File: config.mk
export PLATFORM = sky130hd
export DESIGN_NAME = regfile_write_arbiter
export DESIGN_NICKNAME = d
export VERILOG_FILES = /design/src/rtl/regfile_write_arbiter.sv
export SDC_FILE = /design/constraint.sdc
export NUM_CORES = 1
export LEC_CHECK = 0
export ABC_AREA = 1
export CELL_PAD_IN_SITES_DETAIL_PLACEMENT = 0
export CELL_PAD_IN_SITES_GLOBAL_PLACEMENT = 1
export CORE_ASPECT_RATIO = 0.75
export CORE_UTILIZATION = 41
export CTS_BUF_LIST = sky130_fd_sc_hd__clkbuf_2
export DETAILED_ROUTE_END_ITERATION = 10
export PLACE_DENSITY_LB_ADDON = 0.15
export SYNTH_ARGS = -nofsm -noshare
export SYNTH_HDL_FRONTEND = slang
export SYNTH_SLANG_ARGS = --single-unit
export TNS_END_PERCENT = 10
File: constraint.sdc
create_clock -name clk -period 3.49 [get_ports clk]
set_input_delay 0.5235 -clock clk [delete_from_list [all_inputs] [get_ports clk]]
set_output_delay 0.5235 -clock clk [all_outputs]
set_load 0.05 [all_outputs]
File: src/rtl/regfile_write_arbiter.sv
`timescale 1ns/1ps
// Register file write-port arbiter.
// Shares the single register file write port between the in-order WB stage and the
// multi-cycle mul/div unit (MDU). MDU results are parked in a small FIFO and drained into
// cycles where WB does not write. A per-register scoreboard tracks pending MDU destinations
// for the hazard unit. If the FIFO head waits too long, or the FIFO fills, pipe_hold asks
// the pipeline for WB bubbles.
//
// Ports:
//   clk, rst (async, active-low), cpu_en (low freezes all state)
//   wb_valid/wb_addr/wb_data                       : WB stage write request (highest priority)
//   mdu_issue/mdu_rd                               : MDU op issue, sets scoreboard bit
//   mdu_res_valid/mdu_res_addr/mdu_res_data/_ready : MDU result handshake into the FIFO
//   rs1_address/rs2_address -> rs1_busy/rs2_busy   : hazard queries against the scoreboard
//   is_write_regs/write_address/write_data         : register file write port
//   pipe_hold                                      : registered bubble request
//   proto_err                                      : sticky protocol-violation flag
module regfile_write_arbiter #(
  parameter int unsigned DATA_WIDTH   = 32,
  parameter int unsigned REGS_WIDTH   = 5,
  parameter int unsigned REGS_NUM     = 32,
  parameter int unsigned FIFO_DEPTH   = 2,
  parameter int unsigned STARVE_LIMIT = 4
) (
  input  logic                  clk,
  input  logic                  rst,
  input  logic                  cpu_en,
  input  logic                  wb_valid,
  input  logic [REGS_WIDTH-1:0] wb_addr,
  input  logic [DATA_WIDTH-1:0] wb_data,
  input  logic                  mdu_issue,
  input  logic [REGS_WIDTH-1:0] mdu_rd,
  input  logic                  mdu_res_valid,
  input  logic [REGS_WIDTH-1:0] mdu_res_addr,
  input  logic [DATA_WIDTH-1:0] mdu_res_data,
  output logic                  mdu_res_ready,
  input  logic [REGS_WIDTH-1:0] rs1_address,
  input  logic [REGS_WIDTH-1:0] rs2_address,
  output logic                  rs1_busy,
  output logic                  rs2_busy,
  output logic                  is_write_regs,
  output logic [REGS_WIDTH-1:0] write_address,
  output logic [DATA_WIDTH-1:0] write_data,
  output logic                  pipe_hold,
  output logic                  proto_err
);

  localparam int unsigned PtrW = $clog2(FIFO_DEPTH);
  localparam int unsigned CntW = $clog2(FIFO_DEPTH + 1);
  localparam int unsigned AgeW = $clog2(STARVE_LIMIT + 1);
  localparam logic [CntW-1:0] DepthCnt = CntW'(FIFO_DEPTH);
  localparam logic [AgeW-1:0] LimitAge = AgeW'(STARVE_LIMIT);

  // FIFO storage is not reset; the pointers and count define validity.
  logic [REGS_WIDTH-1:0] fifo_addr_q [FIFO_DEPTH];
  logic [DATA_WIDTH-1:0] fifo_data_q [FIFO_DEPTH];

  logic [PtrW-1:0]       wr_ptr_q, wr_ptr_d;
  logic [PtrW-1:0]       rd_ptr_q, rd_ptr_d;
  logic [CntW-1:0]       count_q, count_d;
  logic [REGS_NUM-1:0]   busy_q, busy_d;
  logic [AgeW-1:0]       age_q, age_d;
  logic                  pipe_hold_q, pipe_hold_d;
  logic                  hold_prev_q;
  logic                  proto_err_q, proto_err_d;
  logic [REGS_WIDTH-1:0] last_addr_q;
  logic [DATA_WIDTH-1:0] last_data_q;

  logic                  fifo_empty;
  logic                  wb_req;
  logic                  pop;
  logic                  accept;
  logic                  push;
  logic                  issue_set;
  logic [REGS_WIDTH-1:0] head_addr;
  logic [DATA_WIDTH-1:0] head_data;
  logic [REGS_WIDTH-1:0] port_addr;
  logic [DATA_WIDTH-1:0] port_data;
  logic                  issue_err;
  logic                  waw_err;
  logic                  hold_err;

  assign fifo_empty = (count_q == '0);
  assign wb_req     = wb_valid && (wb_addr != '0);
  assign head_addr  = fifo_addr_q[rd_ptr_q];
  assign head_data  = fifo_data_q[rd_ptr_q];

  // A pop does not free a slot for a same-cycle push: ready depends on the current count only.
  assign mdu_res_ready = cpu_en && (count_q < DepthCnt);
  assign accept        = mdu_res_valid && mdu_res_ready;
  // Results to x0 are handshaken but never stored.
  assign push          = accept && (mdu_res_addr != '0);
  assign pop           = cpu_en && !wb_req && !fifo_empty;
  assign issue_set     = cpu_en && mdu_issue && (mdu_rd != '0);

  // Write port: WB first, then the FIFO head.
  assign is_write_regs = cpu_en && (wb_req || !fifo_empty);
  assign port_addr     = wb_req ? wb_addr : head_addr;
  assign port_data     = wb_req ? wb_data : head_data;
  assign write_address = is_write_regs ? port_addr : last_addr_q;
  assign write_data    = is_write_regs ? port_data : last_data_q;

  // Conservative: a clear happening this cycle still reports busy.
  assign rs1_busy = (rs1_address != '0) && busy_q[rs1_address];
  assign rs2_busy = (rs2_address != '0) && busy_q[rs2_address];

  assign pipe_hold = pipe_hold_q;
  assign proto_err = proto_err_q;

  // Re-issuing to a register whose pending result retires this very cycle is legal.
  assign issue_err = issue_set && busy_q[mdu_rd] && !(pop && (head_addr == mdu_rd));
  assign waw_err   = wb_req && busy_q[wb_addr];
  assign hold_err  = wb_valid && hold_prev_q;

  always_comb begin
    wr_ptr_d = wr_ptr_q;
    rd_ptr_d = rd_ptr_q;
    count_d  = count_q;
    busy_d   = busy_q;
    age_d    = age_q;

    if (push) wr_ptr_d = wr_ptr_q + PtrW'(1);
    if (pop)  rd_ptr_d = rd_ptr_q + PtrW'(1);

    unique case ({push, pop})
      2'b10:   count_d = count_q + CntW'(1);
      2'b01:   count_d = count_q - CntW'(1);
      default: count_d = count_q;
    endcase

    // Clear first so that a same-cycle set on the same register wins.
    if (pop)       busy_d[head_addr] = 1'b0;
    if (issue_set) busy_d[mdu_rd]    = 1'b1;

    if (pop) begin
      age_d = '0;
    end else if (!fifo_empty && (age_q < LimitAge)) begin
      age_d = age_q + AgeW'(1);
    end

    pipe_hold_d = (age_d >= LimitAge) || (count_d == DepthCnt);
    proto_err_d = proto_err_q || issue_err || waw_err || hold_err;
  end

  always_ff @(posedge clk or negedge rst) begin
    if (!rst) begin
      wr_ptr_q    <= '0;
      rd_ptr_q    <= '0;
      count_q     <= '0;
      busy_q      <= '0;
      age_q       <= '0;
      pipe_hold_q <= 1'b0;
      hold_prev_q <= 1'b0;
      proto_err_q <= 1'b0;
      last_addr_q <= '0;
      last_data_q <= '0;
    end else if (cpu_en) begin
      wr_ptr_q    <= wr_ptr_d;
      rd_ptr_q    <= rd_ptr_d;
      count_q     <= count_d;
      busy_q      <= busy_d;
      age_q       <= age_d;
      pipe_hold_q <= pipe_hold_d;
      hold_prev_q <= pipe_hold_q;
      proto_err_q <= proto_err_d;
      if (is_write_regs) begin
        last_addr_q <= port_addr;
        last_data_q <= port_data;
      end
    end
  end

  always_ff @(posedge clk) begin
    if (push) begin
      fifo_addr_q[wr_ptr_q] <= mdu_res_addr;
      fifo_data_q[wr_ptr_q] <= mdu_res_data;
    end
  end

endmodule

### After elaboration in Yosys (flattened, before gate mapping)

Memories as Yosys holds them, arrays and structs flattened.
Index checks and enable logic that the tools add are counted.

| storage, ports and cells | value |
|---|---|
| register bits after elaboration | 79 |
| memory bits (writable) | 74 |
| input port bits | 95 |
| logic and storage cells | 92 |
| memories kept | 2 |

Memory list:

| memory | words | bits a word | read ports | clocked after memory_dff | write ports | RTL line | text |
|---|---|---|---|---|---|---|---|
| fifo_data_q | 2 | 32 | 1 | 0 | 1 | 56 | `logic [DATA_WIDTH-1:0] fifo_data_q [FIFO_DEPTH];` |
| fifo_addr_q | 2 | 5 | 1 | 0 | 1 | 55 | `logic [REGS_WIDTH-1:0] fifo_addr_q [FIFO_DEPTH];` |

| operators by class | value |
|---|---|
| $add $sub $neg | 5 |
| $lt $le $gt $ge | 10 |
| eq/ne operators | 4 |
| mux-type cells | 23 |
| bitwise logic cells | 3 |
| reduce and logical (&&, ||, !) cells | 35 |

Operator list:

| operator | number |
|---|---|
| 32-bit 2-to-1 mux | 4 |
| 32-bit bitwise AND | 1 |
| 32-bit NOT | 1 |
| 32-bit OR | 1 |
| 5-bit by 6-bit less-than comparator with 1-bit output, second input constant | 5 |
| 5-bit nonzero test | 5 |
| 1-bit binary-select mux with 5-bit select | 4 |
| 1-bit logical AND | 19 |
| 1-bit demux with 5-bit select | 2 |
| 5-bit by 1-bit >= comparator with 1-bit output, second input constant | 2 |
| 5-bit 2-to-1 mux | 2 |
| 1-bit 2-to-1 mux | 8 |
| 3-bit 2-to-1 mux | 2 |
| 5-bit equality test | 1 |
| 1-bit logical OR | 5 |
| 2-bit equality test, second input constant | 2 |
| 2-bit one-hot mux with 2 select lines | 1 |
| 2-bit AND reduction | 2 |
| 3-bit by 1-bit adder with 3-bit output, second input constant | 1 |
| 3-bit >= comparator, second input constant | 1 |
| 1-bit logical NOT | 3 |
| 3-bit less-than comparator, second input constant | 1 |
| 1-bit adder, second input constant | 2 |
| 2-bit by 1-bit adder with 2-bit output, second input constant | 1 |
| 4 further kinds | 4 |

### Longest topological paths before layout

| logic depth | value |
|---|---|
| word-level depth | 11 |
| gate-level depth with buffers | 16 |
| depth with buffers taken out | 14 |

### Least setup slack after synthesis

Ideal clock, no wire load.

| timing | value |
|---|---|
| path type | input -> register |
| from | input port cpu_en |
| to | memory fifo_addr_q[0][0] (enable) |
| setup time | 0.431 ns |
| data arrival time | 3.427 ns |
| required time | 3.059 ns |
| path slack | -0.368 ns |
| stages | 5 |
| path through | inv_2 clkbuf_1 nor2_1 o311ai_2 nor2_1 |

| on the way | value |
|---|---|
| longest elaborated chain between the ends | 5 |

Ends and longest elaborated chain:

| what | RTL line | text |
|---|---|---|
| start, declared | 27 | `input logic cpu_en,` |
| 1-bit logical AND | 89 | `assign mdu_res_ready = cpu_en && (count_q < DepthCnt);` |
| named net mdu_res_ready | 36 | `output logic mdu_res_ready,` |
| 1-bit logical AND | 90 | `assign accept = mdu_res_valid && mdu_res_ready;` |
| 1-bit logical AND | 92 | `assign push = accept && (mdu_res_addr != '0);` |
| 1-bit 2-to-1 mux | 174 | `if (push) begin` |
| 1-bit 2-to-1 mux (implied by the code) | 175 | `fifo_addr_q[wr_ptr_q] <= mdu_res_addr;` |
| end, declared | 55 |  |

The timed path passes the listed nets, and every way through them passes these cells.

### Final worst setup path

| timing | value |
|---|---|
| from | register count_q[0] |
| to | output port write_data[26] |

| on the way | value |
|---|---|
| longest elaborated chain between the ends | 5 |

Ends and longest elaborated chain:

| what | RTL line | text |
|---|---|---|
| start, declared | 60 | `logic [CntW-1:0] count_q, count_d;` |
| start signal, assigned | 160 | `count_q <= count_d;` |
| 2-bit logical NOT | 83 | `assign fifo_empty = (count_q == '0);` |
| 1-bit logical NOT | 97 | `assign is_write_regs = cpu_en && (wb_req \|\| !fifo_empty);` |
| 1-bit logical OR | 97 |  |
| 1-bit logical AND | 97 |  |
| 32-bit 2-to-1 mux | - |  |
| end, declared | 43 | `output logic [DATA_WIDTH-1:0] write_data,` |

No other way between the ends.

==> results.md <==
* H-Tree Level Count at 4
* Setup-failing EPs final at 0
* Beginning of the critical path: count_q[0]$_DFFE_PN0P_
* Ports at between 100 and 150
* Routed Antenna Nets at 0
* Peak Freq at 317 MHz
* Maxcap violations at 0
* Combinational power share at 48.9%
* Tcrit/Tclk final at 90.4%
* Critical path launch point type: register
* Drt via density at 5.53
* Port Buffers at 137
* Area contributors post-synth: edfxtp_1, dfrtp_1, nand2_1, o21ai_0, a31oi_1
* Post-synth cell types at 41
* Largest net degree at the start of global routing at 80
* Crit path time final at around 3.2 ns
* Commonest cells in the netlist: nand2_1, o21ai_0, dfrtp_1, nor2_1
* Number of synthesized flops with an enable pin at 74
* Status: complete, no violations
* RSZ-0062 raised after global routing: no
* Hold Path Stages at 1
* Async SR Flop Fraction at roughly 52%
* Hold violation count in the final report at 0
* Most frequent cell after synthesis: nand2_1
* Cell taking the most area after synthesis: edfxtp_1
* Final WL at 23.5 mm
* Hold buffers post-CTS at 1
* Routed len/inst at 18.3 um
* Worst endpoint data arrival time at between 2 and 3 ns
* Clk root buf: clkbuf_2
* R2r startpoint: count_q[0]$_DFFE_PN0P_
* Clock Sinks at ~150
* Clk_lat worst skew at 0.70 ns
* Pint at 4.07 mW
* Largest fanout on the critical path at between 40 and 50
* FF+latch count, synth at 153
* Routed length on met1 at ~11 mm
* Hold crit path type: input port to register
* First-pass GRT wire length at 36.9 mm
* Longest Clk Path Bufs at 2
* Psw at 3.05 mW
* WL met2 at 9.65 mm
* Post-DP HPWL at around 17 mm
* R2R cell count at 8
* Power consumption at 7.12 mW
* Antenna violations before repair at 1
* Clk_skew at 0.0422 ns
* Post-route DRC at 0
* CTS tree: built
* Die W at 162 um
* Setup bufs post-CTS at 0
* Synth Flop Type: dfrtp_1
* Top-area cell type share of the netlist area at 28.1%
* Final core occ at 54.7%
* Maximum vdd drop at 476 uV
* Crit end category: output pin
* Number of global-route vias before repair at 6,382
* Post-layout nets at about 1,100
* Power per Cell Area at between 600 and 700 nW/um^2
* Met3 wire len at about 2.3 mm
* Max-slew violations at 0
* Overall Global Routing Usage at about 25%
* CTS buffer count at 17
* Routability cong. at 0.890
* Highest routed layer: met5
* Core Rows at 43
* Clk slew on worst S/H paths at 0.26 ns
* Hold_sp: mdu_res_data[6]
* Syn_area_per_cell at 8.88 sq um
* Clock network power share at 15.4%
* Rel. slew slack at 28.6%
* TritonRoute pass-1 iters at 6
* Core footprint at 18,700 sq um
* 1st-iter DRT viols at 690
* Die ar. at 19,900 sq um
* Initial Util at 42.4%
* Crit Path Class: register to output pin
* Syn_nets at 988
* Register area share after synthesis at 53.1%
* Cell leakage power at 4.01 nW
* Resize count post-CTS at 0
* Die Y at between 100 and 150 um
* Vias at 7,095
* Number of diodes at 0
* Cell count after synthesis at ~900
* GRT Residual Overflow at 0
* Syn Std Cell Area at a little under 8000 sq um
* P&R area growth vs syn at 29.0%
* Switching portion of total power at 42.9%
* Synth warn at 0
* Required time of the critical path at 2.97 ns
* Share of cells above drive strength 1 at 15.0%
* Seq pwr share at 35.8%
* Worst Max-Slew Pin Slew at 1.07 ns
[flip-flops by register name, indices dropped and copies added, names as in the netlist]
| name | flops |
|---|---|
| pipe_hold | 1 |
| last_data_q | 32 |
| fifo_data_q | 64 |
| proto_err | 1 |
| fifo_addr_q | 10 |
| wr_ptr_q | 1 |
| last_addr_q | 5 |
| count_q | 2 |
| busy_q | 32 |
| age_q | 3 |
| hold_prev_q | 1 |
| rd_ptr_q | 1 |
[layout by cell type (no fill, tap or decap), drive strengths merged, types with 2 or more instances in the layout]
cell type | Yosys | layout
a21oi | 34 | 34
clkdlybuf4s50 | 0 | 95
dfrtp | 79 | 79
o21ai | 112 | 112
clkinvlp | 0 | 2
ha | 2 | 2
inv | 55 | 65
a31oi | 74 | 74
nand3 | 55 | 55
o311ai | 2 | 2
nor2 | 79 | 79
bufinv | 0 | 2
clkbuf | 13 | 17
xnor2 | 2 | 2
nand2 | 189 | 189
buf | 32 | 62
edfxtp | 74 | 74
xor2 | 4 | 4
nor3 | 5 | 5
or2 | 33 | 33
nand4 | 4 | 4
o31ai | 3 | 3
o211ai | 35 | 35
[layer usage]
layer / vias up / track usage, %
met5: - / 0
met2: 310 / 34.1
li1: 3405 / -
met1: 3364 / 37.8
met3: 14 / 7.06
met4: 2 / 4.25
[worst paths after layout]
path / endpoint / slack [ns]
max in group asynchronous: last_data_q[19]$_DFFE_PN0P_ / 2.26
min: fifo_data_q[1][6]$_DFFE_PP_ / 0.36
max: write_data[26] / 0.33
max reg2reg: pipe_hold$_DFFE_PN0P_ / 1.20
min in group asynchronous: last_data_q[12]$_DFFE_PN0P_ / 0.51
min reg2reg: proto_err$_DFFE_PN0P_ / 0.51
[stage by stage]
stage | instance area (sq um) | cells | hold slack [ns] | TNS, ns | setup slack [ns]
3_3_place_gp | 9930 | 1250 | 0.451 | 0 | 0.375
2_1_floorplan | 7910 | 891 | 0.228 | -27.24 | -0.368
3_5_place_dp | 9930 | 1250 | 0.470 | 0 | 0.333
6_report | 10200 | 1283 | 0.363 | 0 | 0.334
5_1_grt | 10200 | 1283 | 0.284 | 0 | 0.136
4_1_cts | 10200 | 1283 | 0.296 | 0 | 0.266
[worst max-delay path, cell delays in order, from the launching register on]
cell,delay [ns]
dfrtp_1,0.49
or2_1,0.16
nand2_2,0.16
o21ai_4,0.14
buf_4,0.39
nor2_1,0.10
a31oi_1,0.31
buf_12,0.19
[power groups by stage]
stage               sequential, mW  clock, mW  combinational (mW)
global route                  2.59       1.19                3.74
finish                        2.55       1.09                3.48
floorplan                     2.52          0                2.05
CTS                           2.54       1.12                3.49
detailed placement            2.59          0                3.48
global placement              2.59          0                3.45
[cell type report]
class | instances | area (sq um)
clock buffer | 17 | 85.1
tap | 247 | 309
fill | 1728 | 8460
clock inverter | 15 | 179
inverter | 55 | 211
sequential | 153 | 4200
multi-input combinational | 638 | 3260
timing repair buffer | 158 | 1960
[cell families after synthesis]
kind of cell / after synthesis / synth area share [%]
AOI/OAI and AO/OA: 261 / 19.5
xor gates and xnor gates: 6 / 0.664
adders and majority gates: 2 / 0.316
buffers and inverters: 100 / 6.01
DFF: 153 / 53.1
muxes: 1 / 0.127
and+or+nand+nor: 368 / 20.3
No activity file was read; power rests on OpenSTA's default activity.
